[src/rtl/calc_pkg.sv]
// rtl/calc_pkg.sv - calculator display value types and seven-segment glyph helpers
package calc_pkg;

    localparam int NumDigits = 4;
    localparam int ExpWidth  = 4;

    typedef logic [3:0] bcd_t;

    // significand[NumDigits-1] is the leftmost digit; exponent is the units digit position from the left
    typedef struct packed {
        bcd_t [NumDigits-1:0]  significand;
        logic [ExpWidth-1:0]   exponent;
    } num_t;

    // bit0 = a ... bit6 = g, active-high
    typedef logic [6:0] seg_t;

    localparam seg_t SegBlank = 7'h00;
    localparam seg_t SegDash  = 7'h40;

    function automatic seg_t bcd2seg(input bcd_t digit);
        seg_t seg;
        case (digit)
            4'd0:    seg = 7'h3F;
            4'd1:    seg = 7'h06;
            4'd2:    seg = 7'h5B;
            4'd3:    seg = 7'h4F;
            4'd4:    seg = 7'h66;
            4'd5:    seg = 7'h6D;
            4'd6:    seg = 7'h7D;
            4'd7:    seg = 7'h07;
            4'd8:    seg = 7'h7F;
            4'd9:    seg = 7'h6F;
            default: seg = SegDash;
        endcase
        return seg;
    endfunction

endpackage

[src/rtl/display_scan_pkg.sv]
// rtl/display_scan_pkg.sv - scan controller state encoding
package display_scan_pkg;

    typedef enum logic {
        ST_DEAD = 1'b0,
        ST_ON   = 1'b1
    } scan_state_t;

endpackage

[src/rtl/display_scan_if.sv]
// rtl/display_scan_if.sv - display value input and scanned pin outputs
interface display_scan_if;
    import calc_pkg::*;

    logic                 enable_i;
    num_t                 display_rdata_i;
    seg_t                 seg_o;
    logic                 dp_o;
    logic [NumDigits-1:0] an_o;
    logic                 frame_o;

    modport master (
        output enable_i,
        output display_rdata_i,
        input  seg_o,
        input  dp_o,
        input  an_o,
        input  frame_o
    );

    modport slave (
        input  enable_i,
        input  display_rdata_i,
        output seg_o,
        output dp_o,
        output an_o,
        output frame_o
    );

endinterface

[src/rtl/seg7_decoder.sv]
// rtl/seg7_decoder.sv - combinational BCD to active-high segment pattern with blanking
module seg7_decoder
    import calc_pkg::*;
(
    input  bcd_t digit,
    input  logic blank,
    output seg_t seg
);

    assign seg = blank ? SegBlank : bcd2seg(digit);

endmodule

[src/rtl/display_scan.sv]
// rtl/display_scan.sv - multiplexed seven-segment scanner with dead time and per-frame snapshot
// Optional trailing-zero blanking: DISPLAY_SCAN_TRAILING_BLANK_EN
module display_scan
    import calc_pkg::*;
    import display_scan_pkg::*;
#(
    parameter int NumDigits   = calc_pkg::NumDigits,
    parameter int DigitCycles = 1024,
    parameter int DeadCycles  = 16,
    parameter bit ActiveLow   = 1'b1
) (
    input  logic           clk_i,
    input  logic           rst_ni,
    display_scan_if.slave  bus
);

    localparam int PW = (DigitCycles > 1) ? $clog2(DigitCycles) : 1;
    localparam int IW = (NumDigits > 1) ? $clog2(NumDigits) : 1;

    localparam logic [PW-1:0] PrescLast = PW'(DigitCycles - 1);
    localparam logic [PW-1:0] DeadLast  = PW'(DeadCycles - 1);
    localparam logic [IW-1:0] IdxLast   = IW'(NumDigits - 1);

    localparam logic [NumDigits-1:0] AnOff  = ActiveLow ? '1 : '0;
    localparam seg_t                 SegOff = ActiveLow ? 7'h7F : 7'h00;
    localparam logic                 DpOff  = ActiveLow;

    scan_state_t    state_q, state_d;
    logic [IW-1:0]  idx_q, idx_d;
    logic [PW-1:0]  presc_q, presc_d;
    logic           primed_q;
    logic           snap_take;
    num_t           snap_q;

    logic [NumDigits-1:0] an_q;
    seg_t                 seg_q;
    logic                 dp_q;
    logic                 frame_q;

    // The first edge after reset only takes the snapshot; counters start moving on the next one
    always_comb begin
        state_d   = state_q;
        idx_d     = idx_q;
        presc_d   = presc_q;
        snap_take = 1'b0;
        if (!primed_q) begin
            snap_take = 1'b1;
        end else begin
            presc_d = (presc_q == PrescLast) ? '0 : presc_q + 1'b1;
            case (state_q)
                ST_DEAD: begin
                    if (presc_q == DeadLast) state_d = ST_ON;
                end
                ST_ON: begin
                    if (presc_q == PrescLast) begin
                        state_d = ST_DEAD;
                        if (idx_q == IdxLast) begin
                            idx_d     = '0;
                            snap_take = 1'b1;
                        end else begin
                            idx_d = idx_q + 1'b1;
                        end
                    end
                end
                default: state_d = ST_DEAD;
            endcase
        end
    end

    bcd_t                 phys [NumDigits];
    logic [NumDigits-1:0] digit_nz;
    logic [NumDigits-1:0] lead_or;
    logic [NumDigits-1:0] trail_or;
    logic [NumDigits-1:0] is_units;
    logic [NumDigits-1:0] before_units;
    logic [NumDigits-1:0] after_units;
    logic [NumDigits-1:0] frac_hit;

    // Per-physical-digit classification; k = 0 is the leftmost position
    for (genvar g = 0; g < NumDigits; g++) begin : g_class
        assign phys[g]         = snap_q.significand[NumDigits-1-g];
        assign digit_nz[g]     = (phys[g] != 4'd0);
        assign lead_or[g]      = |digit_nz[g:0];
        assign trail_or[g]     = |digit_nz[NumDigits-1:g];
        assign is_units[g]     = (snap_q.exponent == ExpWidth'(g));
        assign before_units[g] = (ExpWidth'(g) < snap_q.exponent);
        assign after_units[g]  = (ExpWidth'(g) > snap_q.exponent);
        assign frac_hit[g]     = after_units[g] & digit_nz[g];
    end

    logic overflow;
    logic blank;
    logic dp_on;
    bcd_t dec_digit;
    seg_t dec_seg;

    always_comb begin
        overflow  = (snap_q.exponent >= ExpWidth'(NumDigits));
        dec_digit = overflow ? 4'hF : phys[idx_d];
        blank     = !overflow && before_units[idx_d] && !lead_or[idx_d];
        dp_on     = !overflow && is_units[idx_d];
`ifdef DISPLAY_SCAN_TRAILING_BLANK_EN
        if (!overflow && after_units[idx_d] && !trail_or[idx_d]) blank = 1'b1;
        if (!(|frac_hit)) dp_on = 1'b0;
`endif
    end

    seg7_decoder u_dec (
        .digit (dec_digit),
        .blank (blank),
        .seg   (dec_seg)
    );

    logic [NumDigits-1:0] an_act;
    seg_t                 seg_act;
    logic                 dp_act;

    always_comb begin
        an_act  = '0;
        seg_act = SegBlank;
        dp_act  = 1'b0;
        if (state_d == ST_ON) begin
            if (bus.enable_i) an_act = NumDigits'(1) << idx_d;
            seg_act = dec_seg;
            dp_act  = dp_on;
        end
    end

    always_ff @(posedge clk_i or negedge rst_ni) begin
        if (!rst_ni) begin
            state_q  <= ST_DEAD;
            idx_q    <= '0;
            presc_q  <= '0;
            primed_q <= 1'b0;
            snap_q   <= '0;
            an_q     <= AnOff;
            seg_q    <= SegOff;
            dp_q     <= DpOff;
            frame_q  <= 1'b0;
        end else begin
            state_q  <= state_d;
            idx_q    <= idx_d;
            presc_q  <= presc_d;
            primed_q <= 1'b1;
            if (snap_take) snap_q <= bus.display_rdata_i;
            an_q     <= ActiveLow ? ~an_act  : an_act;
            seg_q    <= ActiveLow ? ~seg_act : seg_act;
            dp_q     <= ActiveLow ? ~dp_act  : dp_act;
            frame_q  <= snap_take;
        end
    end

    assign bus.an_o    = an_q;
    assign bus.seg_o   = seg_q;
    assign bus.dp_o    = dp_q;
    assign bus.frame_o = frame_q;

endmodule
[src/flat_wrapper.sv]
// flat-port wrapper written by rule: the top's interface ports become plain ports
module display_scan_flat import calc_pkg::*; import display_scan_pkg::*;
#(
    parameter int NumDigits   = calc_pkg::NumDigits,
    parameter int DigitCycles = 1024,
    parameter int DeadCycles  = 16,
    parameter bit ActiveLow   = 1'b1
)
  (clk_i, rst_ni, bus_enable_i, bus_display_rdata_i, bus_seg_o, bus_dp_o, bus_an_o, bus_frame_o);
  display_scan_if bus_i ();
  input  logic clk_i;
  input  logic rst_ni;
  input wire logic [$bits(bus_i.enable_i)-1:0] bus_enable_i;
  input wire logic [$bits(bus_i.display_rdata_i)-1:0] bus_display_rdata_i;
  output wire logic [$bits(bus_i.seg_o)-1:0] bus_seg_o;
  output wire logic [$bits(bus_i.dp_o)-1:0] bus_dp_o;
  output wire logic [$bits(bus_i.an_o)-1:0] bus_an_o;
  output wire logic [$bits(bus_i.frame_o)-1:0] bus_frame_o;
  assign bus_i.enable_i = bus_enable_i;
  assign bus_i.display_rdata_i = bus_display_rdata_i;
  assign bus_seg_o = bus_i.seg_o;
  assign bus_dp_o = bus_i.dp_o;
  assign bus_an_o = bus_i.an_o;
  assign bus_frame_o = bus_i.frame_o;
  display_scan #(.NumDigits(NumDigits), .DigitCycles(DigitCycles), .DeadCycles(DeadCycles), .ActiveLow(ActiveLow)) u_core (.clk_i(clk_i), .rst_ni(rst_ni), .bus(bus_i));
endmodule
[config.mk]
export PLATFORM = sky130hd
export DESIGN_NAME = display_scan_flat
export DESIGN_NICKNAME = d
export VERILOG_FILES = /design/src/rtl/calc_pkg.sv /design/src/rtl/display_scan_pkg.sv /design/src/rtl/display_scan_if.sv /design/src/rtl/seg7_decoder.sv /design/src/rtl/display_scan.sv /design/src/flat_wrapper.sv
export SDC_FILE = /design/constraint.sdc
export NUM_CORES = 1
export LEC_CHECK = 0
export CORE_UTILIZATION = 30
export DETAILED_ROUTE_END_ITERATION = 6
export DONT_BUFFER_PORTS = 1
export SETUP_SLACK_MARGIN = 0.4
export SLEW_MARGIN = 25
export SYNTH_ARGS = -nofsm -noshare
export SYNTH_HDL_FRONTEND = slang
export SYNTH_SLANG_ARGS = --single-unit
[constraint.sdc]
create_clock -name clk_i -period 4 [get_ports clk_i]
set_input_delay 0.8 -clock clk_i [delete_from_list [all_inputs] [get_ports clk_i]]
set_output_delay 0.8 -clock clk_i [all_outputs]
set_load 0.03 [all_outputs]
* Yosys cells after proc, flatten, opt, wreduce, memory -nomap -nowiden *
Memory sizes are Yosys's and may differ from the RTL's.
Index checks and enable logic that the tools add are counted.

storage, ports and cells
  word-level logic and storage cells = 76
  memories = 1
  bits of input ports = 23
  bits in registers = 47
  memory bits (read-only) = 112
  output and inout port bits = 13

memory list
  name              depth  width  read ports  clocked after memory_dff  write ports  line            text
  (name not given)  16     7      1           0                         0            calc_pkg.sv:23  case (digit)

operators by class
  reduce and logical (&&, ||, !) cells = 13
  muxes and demuxes = 28
  equal/unequal tests = 6
  shifts and indexed selects = 1
  order comparisons = 7
  add/sub/neg operators = 2
  bitwise logic cells = 5

operators with widths
  kind                                                                count
  two-way mux 4 bit                                                   5
  nonzero test 4 bit                                                  4
  two-way mux 7 bit                                                   2
  two-way mux 1 bit                                                   11
  adder 10 x 1 -> 10 bit (second input constant)                      1
  equality test 10 bit (second input constant)                        1
  equality test 10 x 4 -> 1 bit (second input constant)               1
  two-way mux 10 bit                                                  1
  binary-select mux 4 bit (select 2 bit)                              1
  equality test 4 x 2 -> 1 bit (second input constant)                2
  less-than comparator 1 x 4 -> 1 bit (first input constant)          2
  less-than comparator 2 x 4 -> 1 bit (first input constant)          2
  two-way mux 2 bit                                                   4
  NOT 7 bit                                                           1
  binary-select mux 1 bit (select 2 bit)                              3
  equality test 4 x 1 -> 1 bit (second input constant)                1
  greater-or-equal comparator 4 x 3 -> 1 bit (second input constant)  1
  zero test 4 bit                                                     1
  NOT 4 bit                                                           1
  OR reduction 4 bit                                                  1
  << shifter 1 x 2 -> 4 bit (first input constant)                    1
  greater-or-equal comparator 3 bit (second input constant)           1
  logical AND 1 bit                                                   3
  less-than comparator 2 x 3 -> 1 bit (second input constant)         1
  other kinds (8)                                                     10

* Depth between registers and ports, before layout *
An unclocked memory read counts as a cell.

  depth after elaboration = 14
  depth in mapped cells = 11

* Cells and area by module *
From an unflattened synthesis, not the netlist that was laid out.

unflattened totals
  cells, all modules = 200
  area total of the unflattened synthesis = 2313.5 um^2

modules (own cells, without submodules)
  module        area each (um^2)  times used  cells each
  display_scan  2098.3            1           167
  seg7_decoder  215.2             1           33

* Worst setup path after synthesis *
No wires, ideal clock.

  path type = reg2reg
  start point = reg u_core.presc_q[0]
  end point = reg u_core.seg_q[1] (netlist: u_core.bus.seg_o[1])
  setup time = 58 ps
  cell stages (with the launch flop) = 11
  data arrival time = 2726 ps
  path slack = 1215 ps
  cells stage by stage = dfrtp_1 -> ha_1 -> nand4_4 -> o41a_2 -> nor2_1 -> inv_2 -> mux2_2 -> a21oi_1 -> ha_1 -> o21ai_0 -> a21bo_2

on the way
  longest elaborated chain between the ends = 13
  elaborated cells between the ends (all ways) = 25
  those cells by class = 2 x eq/ne; 17 x mux; 2 x bitwise; 3 x reduce/logical; 1 x memory

RTL lines
  what                                                   line                 text
  start, declared                                        display_scan.sv:30   logic [PW-1:0] presc_q, presc_d;
  start signal, assigned                                 display_scan.sv:143  presc_q <= presc_d;
  equality test 10 bit *                                 display_scan.sv:55   if (presc_q == PrescLast) begin
  two-way mux 2 bit *                                    display_scan.sv:55
  two-way mux 2 bit *                                    display_scan.sv:50   case (state_q)
  two-way mux 2 bit *                                    display_scan.sv:46   if (!primed_q) begin
  named net u_core.idx_d[1]                              display_scan.sv:29   logic [IW-1:0] idx_q, idx_d;
  NOT 2 -> 3 bit (implied by the code)                   display_scan.sv:99   dec_digit = overflow ? 4'hF : phys[idx_d];
  binary-select mux 4 bit (select 2 bit)                 display_scan.sv:99
  two-way mux 4 bit (implied by the code) (2 in series)  display_scan.sv:99
  two-way mux 4 bit                                      display_scan.sv:99
  memory read (16 x 7 bit)                               n/a
  two-way mux 7 bit *                                    seg7_decoder.sv:10   assign seg = blank ? SegBlank : bcd2seg(digit);
  two-way mux 7 bit *                                    display_scan.sv:122  if (state_d == ST_ON) begin
  NOT 7 bit *                                            display_scan.sv:147  seg_q <= ActiveLow ? ~seg_act : seg_act;
  end signal, assigned                                   display_scan.sv:137  seg_q <= SegOff;
  end signal, assigned                                   display_scan.sv:147
  end, declared                                          display_scan.sv:36   seg_t seg_q;

The timed path passes the listed nets; every way through them passes the cells marked *. The select of a mux whose other input is x is not followed.
A chain may end at the register's enable or synchronous reset.

* Worst setup path in the final report *
  start point = reg u_core.presc_q[1]
  end point = reg u_core.seg_q[3] (netlist: u_core.bus.seg_o[3])

The elaborated chain is that of the path after synthesis.

==> results.toml <==
[status]
run_status = "finished, final reports clean"

[synthesis]
synthFlopType = "dfrtp_1"
synthCells = 198
syn_nets = 228
synth_area_leaders = "dfrtp_1 37%, dfstp_2 13%, mux2_2 10%"
avgSynthCellArea_sq_um = 12.00
yosysTopAreaCell = "dfrtp_1"
seq_area_frac_synth = 0.5013
synthArstFlopShare = 1.000
syn_area_sq_um = 2376
yosysTopAreaCellShare = 0.3686
synthDistinctLibCells = 54
synth_edf_count = 0
ys_warn_count = 0
synth_seq_cells = 47

[setup_path]
rrSetupSlack_ns = 0.86
reg2regPathDepth = 11
critPathLaunchType = "flop"
cp-end-kind = "flop"
crit_fanout = 8
required_ns = 4.22
arrival_ns = 3.36
reg2reg_to = "u_core.bus.seg_o[3]$_DFF_PN1_"
worstReg2RegStart = "u_core.presc_q[1]$_DFFE_PN0P_"
crit_type = "flop to flop"

[timing]
finalHoldViolations = 0
max_freq_mhz = 318.5
drv_slew = 0
setup_viol = 0
worst_pin_slew_ns = 0.8955
skew_ns = 0.008350
slew_headroom = 0.4016
fin_crit_sh = 0.7849
fin_crit_ns = 3.140
tns_ns = 0
rsz0062_at_grt = "false"
hold_slack_ns = 0.1853

[hold_path]
hold_path.class = "input port to asynchronous set/reset pin"

[placed_design]
routabilityCongestion = 0.8610
io_buffers = 0
dp.cells = 297
hpwl_mm = 3.652

[detailed_routing]
ant_nets = 0
drt_first_pass_iters = 4
vias_per_cell = 5.118
drt_iter0_drc = 106
post_drt_wl_per_cell_microns = 15.99
drcViolationCount = 0
num_vias = 1561
routed_wl_mm = 4.876

[floorplan]
die-area_sq_um = 8280
core_sq_um = 7687
die_width_microns = 91.00
rows = 32
ioPinCount = 36
initial_utilization = 0.3091
dieHeight_microns = 91.00

[global_route]
overflow = 0
gr-usage-met1 = 0.1793
use_met3 = 0.04104
grt_max_degree = 48
grt_first_pass_wirelength_mm = 8.342
grt-busiest-layer = "met2"
grt_pass1_vias = 1637
grt_usage = 0.1284
antenna_found_initial = 0
use_met2 = 0.1856

[clocking]
clock_path_buffers = 2
cts_setup_buffers = 0
clk_pin_slew_ns = 0.09
cts_buffers = 5
cts_hold_buf = 0
root_buffer = "clkbuf_8"
clock_sinks = 47
cts_tree = "done"
post_cts_resized = 0
ctsHtreeMaxLevel = 2
clock_latency_ns = 0.30

[layout]
layout_commonest_cell = "dfrtp_1"
drive_gt1_frac = 0.3054
final_cell_mix = "35 x dfrtp_1, 21 x mux2_2, 17 x nand2_1, 12 x dfstp_2, 10 x o21ai_0"
area_delta_synth_final_pct = 9.478
nets = 232
layoutNonFillerInstCount = 305
antenna_cells = 0
fill_cells = 789

[pwr]
max-vdd-ir-drop_mv = 0.1738
p_leak_uw = 0.001047
p_per_area_nw_per_um2 = 461.4

[run]
drv_cap = 0
## metal layers
metal	share of wire	up-vias
met2	0.42	52
met1	0.49	772
met5	0	-
li1	-	733
met4	0.016	0
met3	0.073	4
## critical path, stage by stage, from the launching register on
cell and delay (ns):
dfrtp_1 0.40, ha_1 0.27, nand4_4 0.15, o41a_2 0.56, nor2_1 0.24, inv_2 0.13, mux2_2 0.29, a21oi_1 0.37
inv_1 0.13, ha_1 0.21, mux2i_1 0.20, a2bb2oi_1 0.11
## metrics by stage
| step | utilization | area, sq um | total power [uW] | worst slack, ns |
|---|---|---|---|---|
| 3_3_place_gp | 0.3237 | 2489 | 857.3 | 1.023 |
| 3_5_place_dp | 0.3237 | 2489 | 862.3 | 0.9284 |
| 6_report | 0.3384 | 2601 | 1200 | 0.8604 |
| 4_1_cts | 0.3384 | 2601 | 1219 | 0.8898 |
| 5_1_grt | 0.3384 | 2601 | 1272 | 0.6469 |
| 2_1_floorplan | - | 2376 | 807.5 | 1.215 |
## final cells by class
class | count | area, sq um | share of cell area
Clock buffer | 5 | 68.82 | 0.02646
Clock inverter | 3 | 43.79 | 0.01684
Inverter | 9 | 38.79 | 0.01491
Multi-Input combinational cell | 139 | 1131 | 0.4348
Sequential cell | 47 | 1191 | 0.4579
Tap cell | 102 | 127.6 | 0.04906
## flip-flops by register name, summed over array words and instances, names as in the netlist
| signal | flops |
|---|---|
| u_core.phys | 16 |
| u_core.state_q | 1 |
| u_core.bus.seg_o | 7 |
| u_core.bus.frame_o | 1 |
| u_core.primed_q | 1 |
| u_core.bus.dp_o | 1 |
| u_core.idx_q | 2 |
| u_core.presc_q | 10 |
| u_core.snap_q | 4 |
| u_core.bus.an_o | 4 |
## power breakdown
part	total (uW)	internal [uW]	switching, uW
Clock	348	186	162
Sequential	667	557	110
Combinational	185	94.3	90.9
## cell usage after synthesis (3+ instances only)
master and number:
nand3_1 6, o21ai_0 10, nand4_1 4, ha_1 7, nor2_1 8, dfrtp_1 35
mux2i_1 6, inv_1 7, dfstp_2 12, or4_1 3, xnor2_1 7, and3_1 4
and3_2 3, mux2_2 21, nand2_1 17
## worst max-delay path by stage
stage                                              from                            end  cells after the start
after floorplan           u_core.presc_q[0]$_DFFE_PN0P_  u_core.bus.seg_o[1]$_DFF_PN1_                     10
after global placement    u_core.presc_q[0]$_DFFE_PN0P_  u_core.bus.seg_o[1]$_DFF_PN1_                     10
after detailed placement  u_core.presc_q[0]$_DFFE_PN0P_  u_core.bus.seg_o[3]$_DFF_PN1_                     11
after CTS                 u_core.presc_q[0]$_DFFE_PN0P_  u_core.bus.seg_o[1]$_DFF_PN1_                     10
after global routing      u_core.presc_q[0]$_DFFE_PN0P_  u_core.bus.seg_o[1]$_DFF_PN1_                     10
final                     u_core.presc_q[1]$_DFFE_PN0P_  u_core.bus.seg_o[3]$_DFF_PN1_                     11
## kinds of logic after synthesis
family          after synthesis  synth area share
mux                          28            0.1306
fa+ha+maj                     7           0.03686
simple gates                 63            0.1659
other cells                   1          0.001578
flops                        47            0.5013
buf+inv                      12           0.02265
xor+xnor                      9           0.03318
compound gates               31            0.1080
Power figures use the tool's default switching activity.
